`src/rtl/satalnk_rxprim_pkg.sv`:
```
// Shared SATA link-layer primitive codes and RX primitive filter state encoding.
// Also used by the link FSM assertions.
package satalnk_rxprim_pkg;

    localparam logic [31:0] PRIM_ALIGN = 32'h7B4A_4ABC;
    localparam logic [31:0] PRIM_CONT  = 32'h9999_AA7C;
    localparam logic [31:0] PRIM_SYNC  = 32'hB5B5_957C;
    localparam logic [31:0] PRIM_HOLD  = 32'hD5D5_AA7C;
    localparam logic [31:0] PRIM_X_RDY = 32'h5757_B57C;
    localparam logic [31:0] PRIM_R_RDY = 32'h4A4A_957C;

    typedef enum logic [1:0] {
        ST_IDLE = 2'd0,
        ST_PRIM = 2'd1,
        ST_CONT = 2'd2
    } rx_state_e;

endpackage

```
`src/rtl/satalnk_alignwd.sv`:
```
// Saturating ALIGN watchdog: counts non-ALIGN words, reports loss of cadence
// while pinned at 2^LGALIGN-1. A clear always beats a count in the same cycle.
module satalnk_alignwd #(
    parameter int LGALIGN = 8
) (
    input  logic i_rx_clk,
    input  logic i_reset,
    input  logic count_i,
    input  logic clear_i,
    output logic lost_o
);

    localparam logic [LGALIGN-1:0] WD_MAX = '1;

    logic [LGALIGN-1:0] count_q, count_d;

    // NOTE: every path assigns count_d via the default first, so no latch is inferred.
    always_comb begin
        count_d = count_q;
        if (clear_i) begin
            count_d = '0;
        end else if (count_i && (count_q != WD_MAX)) begin
            count_d = count_q + 1'b1;
        end
    end

    // NOTE: sequential state uses non-blocking assignments so all registers update together.
    always_ff @(posedge i_rx_clk or posedge i_reset) begin
        if (i_reset) begin
            count_q <= '0;
        end else begin
            count_q <= count_d;
        end
    end

    assign lost_o = (count_q == WD_MAX);

endmodule

```
`src/rtl/satalnk_rxprim.sv`:
```
// SATA RX primitive filter: strips ALIGN, resolves CONT runs (expand or drop),
// flags CONT errors and ALIGN loss. Optional stats ports: SATALNK_RXPRIM_STATS_EN.
module satalnk_rxprim
    import satalnk_rxprim_pkg::*;
#(
    parameter int          OPT_EXPAND = 1,
    parameter int          LGALIGN    = 8,
    parameter logic [31:0] P_ALIGN    = PRIM_ALIGN,
    parameter logic [31:0] P_CONT     = PRIM_CONT
) (
    input  logic        i_rx_clk,
    input  logic        i_reset,
    input  logic        i_valid,
    input  logic        i_primitive,
    input  logic [31:0] i_data,
    output logic        o_valid,
    output logic        o_primitive,
    output logic [31:0] o_data,
    output logic        o_cont_err,
    output logic        o_align_lost
`ifdef SATALNK_RXPRIM_STATS_EN
    ,
    output logic [15:0] o_align_count,
    output logic [15:0] o_cont_count
`endif
);

    logic        is_align, is_cont;
    rx_state_e   state_q, state_d;
    logic [31:0] hold_q, hold_d;
    logic [31:0] data_q, data_d;
    logic        valid_q, valid_d;
    logic        prim_q, prim_d;
    logic        err_q, err_d;
    logic        wd_count, wd_clear;

    assign is_align = i_primitive && (i_data == P_ALIGN);
    assign is_cont  = i_primitive && (i_data == P_CONT);

    always_comb begin
        state_d = state_q;
        hold_d  = hold_q;
        data_d  = data_q;
        valid_d = 1'b0;
        prim_d  = 1'b0;
        err_d   = 1'b0;
        // ALIGN words fall through untouched: no output, no state change.
        if (i_valid && !is_align) begin
            if (is_cont) begin
                if (state_q == ST_PRIM) begin
                    state_d = ST_CONT;
                end else if (state_q == ST_IDLE) begin
                    err_d = 1'b1;
                end
            end else if (i_primitive) begin
                valid_d = 1'b1;
                prim_d  = 1'b1;
                data_d  = i_data;
                hold_d  = i_data;
                state_d = ST_PRIM;
            end else if (state_q == ST_CONT) begin
                // Scrambled filler: replay the held primitive or swallow it.
                if (OPT_EXPAND != 0) begin
                    valid_d = 1'b1;
                    prim_d  = 1'b1;
                    data_d  = hold_q;
                end
            end else begin
                valid_d = 1'b1;
                data_d  = i_data;
                state_d = ST_IDLE;
            end
        end
    end

    // NOTE: the hold register is plain state, so it gets an explicit reset value too.
    always_ff @(posedge i_rx_clk or posedge i_reset) begin
        if (i_reset) begin
            state_q <= ST_IDLE;
            hold_q  <= '0;
            data_q  <= '0;
            valid_q <= 1'b0;
            prim_q  <= 1'b0;
            err_q   <= 1'b0;
        end else begin
            state_q <= state_d;
            hold_q  <= hold_d;
            data_q  <= data_d;
            valid_q <= valid_d;
            prim_q  <= prim_d;
            err_q   <= err_d;
        end
    end

    assign o_valid     = valid_q;
    assign o_primitive = prim_q;
    assign o_data      = data_q;
    assign o_cont_err  = err_q;

    assign wd_count = i_valid && !is_align;
    assign wd_clear = i_valid && is_align;

    satalnk_alignwd #(
        .LGALIGN(LGALIGN)
    ) u_alignwd (
        .i_rx_clk(i_rx_clk),
        .i_reset (i_reset),
        .count_i (wd_count),
        .clear_i (wd_clear),
        .lost_o  (o_align_lost)
    );

`ifdef SATALNK_RXPRIM_STATS_EN
    logic        align_inc, cont_inc;
    logic [15:0] align_cnt_q, cont_cnt_q;

    assign align_inc = i_valid && is_align;
    assign cont_inc  = i_valid && is_cont && (state_q == ST_PRIM);

    always_ff @(posedge i_rx_clk or posedge i_reset) begin
        if (i_reset) begin
            align_cnt_q <= '0;
            cont_cnt_q  <= '0;
        end else begin
            if (align_inc && (align_cnt_q != 16'hFFFF)) begin
                align_cnt_q <= align_cnt_q + 16'd1;
            end
            if (cont_inc && (cont_cnt_q != 16'hFFFF)) begin
                cont_cnt_q <= cont_cnt_q + 16'd1;
            end
        end
    end

    assign o_align_count = align_cnt_q;
    assign o_cont_count  = cont_cnt_q;
`endif

endmodule

```
`config.mk`:
```
export PLATFORM = sky130hd
export DESIGN_NAME = satalnk_rxprim
export DESIGN_NICKNAME = d
export VERILOG_FILES = /design/src/rtl/satalnk_rxprim_pkg.sv /design/src/rtl/satalnk_alignwd.sv /design/src/rtl/satalnk_rxprim.sv
export SDC_FILE = /design/constraint.sdc
export NUM_CORES = 1
export LEC_CHECK = 0
export BUFFER_PORTS_ARGS = -buffer_cell sky130_fd_sc_hd__buf_2
export CAP_MARGIN = 20
export CORE_UTILIZATION = 50
export DETAILED_ROUTE_END_ITERATION = 16
export HOLD_SLACK_MARGIN = 0.15
export PLACE_DENSITY = 0.8
export SLEW_MARGIN = 5
export SYNTH_ARGS = -nofsm -noshare
export SYNTH_HDL_FRONTEND = slang
export SYNTH_SLANG_ARGS = --single-unit
```
`constraint.sdc`:
```
create_clock -name i_rx_clk -period 2.8 [get_ports i_rx_clk]
set_clock_uncertainty 0.1 [all_clocks]
set_input_delay 0 -clock i_rx_clk [delete_from_list [all_inputs] [get_ports i_rx_clk]]
set_output_delay 0 -clock i_rx_clk [all_outputs]
set_load 0.1 [all_outputs]
```
-- Word-level counts from Yosys, hierarchy flattened
Index checks and enable logic that the tools add are counted.
- $add $sub $neg: 1
- eq/ne operators: 8
- mux-type cells: 18
- bitwise operators: 1
- reductions and logical operators: 11
- operators by type and width (kind ; number):
    32-bit two-way mux ; 2
    32-bit by 31-bit equality test with 1-bit output, second input constant ; 1
    32-bit equality test, second input constant ; 1
    8-bit two-way mux ; 2
    1-bit two-way mux ; 10
    8-bit by 1-bit adder with 8-bit output, second input constant ; 1
    8-bit equality test, second input constant ; 1
    2-bit two-way mux ; 4
    8-bit != test, second input constant ; 1
    3-bit AND reduction ; 2
    1-bit logical AND ; 5
    3-bit != test, second input constant ; 1
    2-bit by 1-bit equality test with 1-bit output, second input constant ; 1
    2-bit equality test, second input constant ; 1
    2-bit zero test ; 1
    2-bit by 1-bit != test with 1-bit output, second input constant ; 1
    2-bit AND reduction ; 1
    2-bit nonzero test ; 1
    1-bit zero test ; 1
    1-bit NOT ; 1
- register bits: 77
- input bits: 36
- output and inout port bits: 36
- word-level logic and storage cells: 46

-- Logic depth before layout (Yosys ltp)
- depth after elaboration: 7
- depth in mapped cells: 8
- gate-level depth less buffers: 7

-- Cells and area by module
Synthesis repeated with hierarchy kept, for this count alone.
- cell total of the unflattened synthesis: 273
- area, all modules: 3659.8 µm²
- modules (own cells, without submodules) (module ; instances ; cells an instance ; area an instance (µm²) ; seq. area each (µm²)):
    satalnk_rxprim ; 1 ; 225 ; 3168.0 ; 1726.7
    satalnk_alignwd ; 1 ; 48 ; 491.7 ; 200.2

-- Least setup slack after synthesis
Ideal clock, no wire load.
- path kind: reg-to-reg
- from: reg u_alignwd.count_q[0]
- to: reg u_alignwd.count_q[3]
- library setup time: 121 ps
- arrival: 2111 ps
- required time: 2579 ps
- slack: 468 ps
- cell stages (with the launch flop): 8
- path buffers: 1
- period minus slack after synthesis: 2332 ps
- cells stage by stage: dfrtp_1 > ha_1 > nand2_1 > or3_1 > clkbuf_1 > inv_1 > nor3_1 > a22o_1
- cells in the longest elaborated chain, start to end: 3
- elaborated cells on any way between the ends: 6
- classes of those cells: add/sub (1); eq/ne (1); mux (2); reduce/logical (2)
- ends and longest elaborated chain (what ; RTL line ; text):
    start, declared ; satalnk_alignwd.sv:15 ; logic [LGALIGN-1:0] count_q, count_d;
    start signal, assigned ; satalnk_alignwd.sv:32 ; count_q <= count_d;
    8-bit by 1-bit adder with 8-bit output or 8-bit != test (tied branches) ; satalnk_alignwd.sv:23, satalnk_alignwd.sv:22 ;
    8-bit two-way mux or 1-bit logical AND (tied branches) ; satalnk_alignwd.sv:22 ; end else if (count_i && (count_q != WD_MAX)) begin
    8-bit two-way mux or 2-bit nonzero test (tied branches) ; - ;
Parallel ways exist; a longest one is shown, timed or not. The select of a mux whose other input is x is not followed.
A chain may end at the register's enable or synchronous reset.

-- Final worst setup path
- from: in i_data[25]
- to: reg hold_q[11]
- cells in the longest elaborated chain, start to end: 5
- elaborated cells on any way between the ends: 8
- classes of those cells: eq/ne (2); bitwise (1); reduce/logical (5)
- ends and longest elaborated chain (what ; RTL line ; text):
    start, declared ; satalnk_rxprim.sv:15 ; input logic [31:0] i_data,
    32-bit by 31-bit equality test with 1-bit output ; satalnk_rxprim.sv:37 ; assign is_align = i_primitive && (i_data == P_ALIGN);
    1-bit logical AND ; satalnk_rxprim.sv:37 ;
    1-bit zero test ; satalnk_rxprim.sv:48 ; if (i_valid && !is_align) begin
    1-bit logical AND ; satalnk_rxprim.sv:48 ;
    3-bit AND reduction (no source line) (*) ; - ;
    end signal, assigned ; satalnk_rxprim.sv:87 ; hold_q <= hold_d;
    end, declared ; satalnk_rxprim.sv:30 ; logic [31:0] hold_q, hold_d;
Every way passes the cells marked *; elsewhere a longest branch is shown, timed or not.

==> out/results.tsv <==
metric	value	unit
Distinct cells, synth	42	
total grt overflow	0	
clock power share	27.8	%
Final setup viols	0	
final hold slack	343	ps
status	complete, no violations	
CTS tree	built	
final worst slack	215	ps
Max VDD drop	406	uV
# diodes	0	
Via Count	2551	
Sw Ratio	36.0	%
Via density	5.30	
H-tree depth	3	
Die Area	0.00787	sq mm
GPL Wtd Cong	0.837	
Setup Crit Path Kind	in2reg	
Setup crit end kind	flip-flop	
critical path startpoint category	input pin	
All-Layer GR Usage	21.7	%
Placement Rows	31	
Num CTS Buffers	9	
CP max FO	18	
Layout Area Growth over Synthesis	27.7	%
vias in the first global route	2696	
Least-Margin Pin Slew	697	ps
Worst EP arrival	2710	ps
# DRC	0	
cell-internal power	2.14	mW
Synth Area in Simple Gates	8.22	%
RSZ-0062 raised after global routing	no	
Compound-Gate Fraction of Synth Area	4.56	%
Routed Wire Length	7690	um
combinational group share of total power	30.5	%
Slew HR	53.5	%
Final Hold Fails	0	
core footprint	0.00725	sq mm
met3 WL	293	um
Post-Syn Instances	264	
Leak	2.17	nW
Sink Count	77	
Die Height	88.7	um
Fmax achieved	387	MHz
critical-path cell list	dlygate4sd3_1 > buf_2 > or4_1 > nor4_4 > nor2_1 > o211a_2 > buf_16 > mux2_4	
Synth Area in XOR/XNOR	0	%
final setup TNS	0	ps
max cap viols	0	
Tmin final	2580	ps
WL met2	3770	um
M1 wire length	3500	um
drt pass-1 iters	4	
postcts setup bufs	0	
Die Wd	88.7	um
clock tree buffer depth	2	
P_sw	1.21	mW
Flop pwr share	41.7	%
Non-Filler Instances	481	
fin util	66.2	%
worst skew pair latency	350	ps
Port Buffer Count	71	
PwrDens	697	mW/mm^2
post-synthesis mux area share	31.8	%
Net count, final	414	
critical path's largest stage delay	570	ps
largest family of logic cells by synthesized area	multiplexers	
Slew Limit Fails	0	
Hold Crit Class	in2reg	
number of antenna-violating nets in the routed design	0	
Clock transition at path regs	80	ps
Synth Area per Inst	14.2	sq um
largest net degree at the start of global routing	30	
Mapped Nets	301	
layout cells sized above 1	52.1	%
Placed Cells	429	
Ports	72	
Mapped Area	0.00376	sq mm
DR WL/cell	16.0	um
sequential fraction of the synthesis area	51.3	%
HPWL after DPL	5230	um
DR iter-0 viols	122	
synth warn	0	
Yosys reg bits	77	
DR top layer	met4	
initial antenna violation count	0	
first-pass GRT wire length	12700	um
dpl ws	389	ps
CTS Root Buffer Type	clkbuf_8	
CP max stage cell	or4_1	
Critical Path RT	2930	ps
Starting Density	51.8	%
period utilization	92.3	%
Synth Area in Adders	0.333	%
[per-stage QoR]
step                cell area (sq um)  total power, mW
floorplan                        3760             2.21
global placement                 4190             2.37
detailed placement               4220             2.40
CTS                              4800             3.37
global route                     4800             3.49
finish                           4800             3.35
[placed cells by master (no fill, tap or decap), types with 2 or more instances in the layout]
| master | Yosys | layout |
|---|---|---|
| dfrtp_1 | 77 | 77 |
| buf_2 | 0 | 71 |
| mux2_2 | 68 | 68 |
| dlygate4sd3_1 | 0 | 36 |
| mux2_4 | 28 | 28 |
| clkbuf_8 | 0 | 10 |
| nand2_1 | 8 | 8 |
| a21oi_1 | 7 | 7 |
| nor2_1 | 6 | 5 |
| buf_4 | 0 | 5 |
| nand4_1 | 4 | 4 |
| or3_1 | 4 | 4 |
| inv_1 | 5 | 4 |
| a21o_1 | 4 | 4 |
| nor3_1 | 3 | 3 |
| nand3_1 | 3 | 3 |
| o21ai_0 | 3 | 3 |
| clkinv_2 | 0 | 3 |
| nand4b_1 | 2 | 2 |
| nor4bb_1 | 2 | 2 |
| nor3b_1 | 2 | 2 |
| and4_1 | 2 | 2 |
| o31ai_1 | 2 | 2 |
| or2_2 | 2 | 2 |
| bufinv_16 | 0 | 2 |
[final timing paths]
path / start / slack, ps / cells after the start / to
max reg2reg: state_q[0]$_DFFE_PP0P_ / 730 / 5 / o_data[29]$_DFFE_PP0P_
min reg2reg: state_q[1]$_DFFE_PP0P_ / 390 / 1 / o_cont_err$_DFF_PP0_
min: i_data[8] / 340 / 3 / hold_q[8]$_DFFE_PP0P_
min in group asynchronous: i_reset / 660 / 4 / u_alignwd.count_q[5]$_DFFE_PP0P_
max in group asynchronous: i_reset / 1210 / 5 / hold_q[26]$_DFFE_PP0P_
max: i_data[25] / 220 / 8 / hold_q[11]$_DFFE_PP0P_
[cell usage after synthesis (all sizes together)]
cell type / number / share of area, %
a21o: 4 / 0.80
a21oi: 7 / 0.93
a22o: 1 / 0.23
a31o: 1 / 0.23
a31oi: 1 / 0.17
a32o: 1 / 0.27
and2: 1 / 0.17
and4: 2 / 0.47
and4b: 1 / 0.30
buf: 7 / 2.8
clkbuf: 5 / 0.50
dfrtp: 77 / 51
ha: 1 / 0.33
inv: 5 / 0.50
mux2: 96 / 32
mux2i: 1 / 0.27
nand2: 8 / 0.80
nand3: 3 / 0.40
nand4: 4 / 0.67
nand4b: 2 / 0.47
nand4bb: 1 / 0.30
nor2: 6 / 0.60
nor3: 3 / 0.40
nor3b: 2 / 0.40
nor4: 2 / 0.73
nor4b: 1 / 0.23
nor4bb: 2 / 0.53
o211a: 1 / 0.27
o21ai: 4 / 0.63
o221ai: 1 / 0.23
o22ai: 1 / 0.17
o31a: 1 / 0.23
o31ai: 2 / 0.40
or2: 2 / 0.33
or3: 4 / 0.67
or4: 1 / 0.20
or4b: 1 / 0.27
or4bb: 1 / 0.30
[layer usage]
| metal | global-route usage (%) | vias up |
|---|---|---|
| met5 | 0 | - |
| met4 | 9.53 | 0 |
| met3 | 3.54 | 11 |
| met2 | 35.9 | 61 |
| met1 | 28.2 | 1277 |
| li1 | - | 1202 |
[registers in the layout (all words and copies together), names as in the netlist]
register	count
o_primitive	1
o_cont_err	1
state_q	2
o_valid	1
hold_q	32
u_alignwd.count_q	8
o_data	32
[cell type report]
| class | instances | area [sq um] |
|---|---|---|
| fill | 549 | 2450 |
| sequential | 77 | 1930 |
| multi-input combinational | 170 | 1700 |
| timing repair buffer | 114 | 801 |
| clock buffer | 10 | 138 |
| tap | 99 | 124 |
| clock inverter | 6 | 86.3 |
| inverter | 5 | 20.0 |
[power groups by stage]
stage / registers (mW) / clock network [mW] / logic (mW)
after global routing: 1.41 / 0.998 / 1.08
after detailed placement: 1.41 / 0 / 0.990
final: 1.39 / 0.931 / 1.02
after CTS: 1.39 / 0.955 / 1.03
after global placement: 1.40 / 0 / 0.968
after floorplan: 1.86 / 0 / 0.343
[repair_timing]
item,in CTS,in global routing
hold buffers,36,0
hold endpoints to repair,153,0
gates resized for setup,0,0
[kinds of logic after synthesis]
kind of cell	after synthesis
AOI/OAI and AO/OA	25
buffers and inverters	17
DFF	77
and+or+nand+nor	47
muxes	97
adders and majority gates	1
[worst max-delay path, delay by kind of cell]
family          cells  cell delay, ps
compound gates      1             490
simple gates        3             970
mux                 1             300
buf+inv             3             950
(Power assumes the default switching activity.)
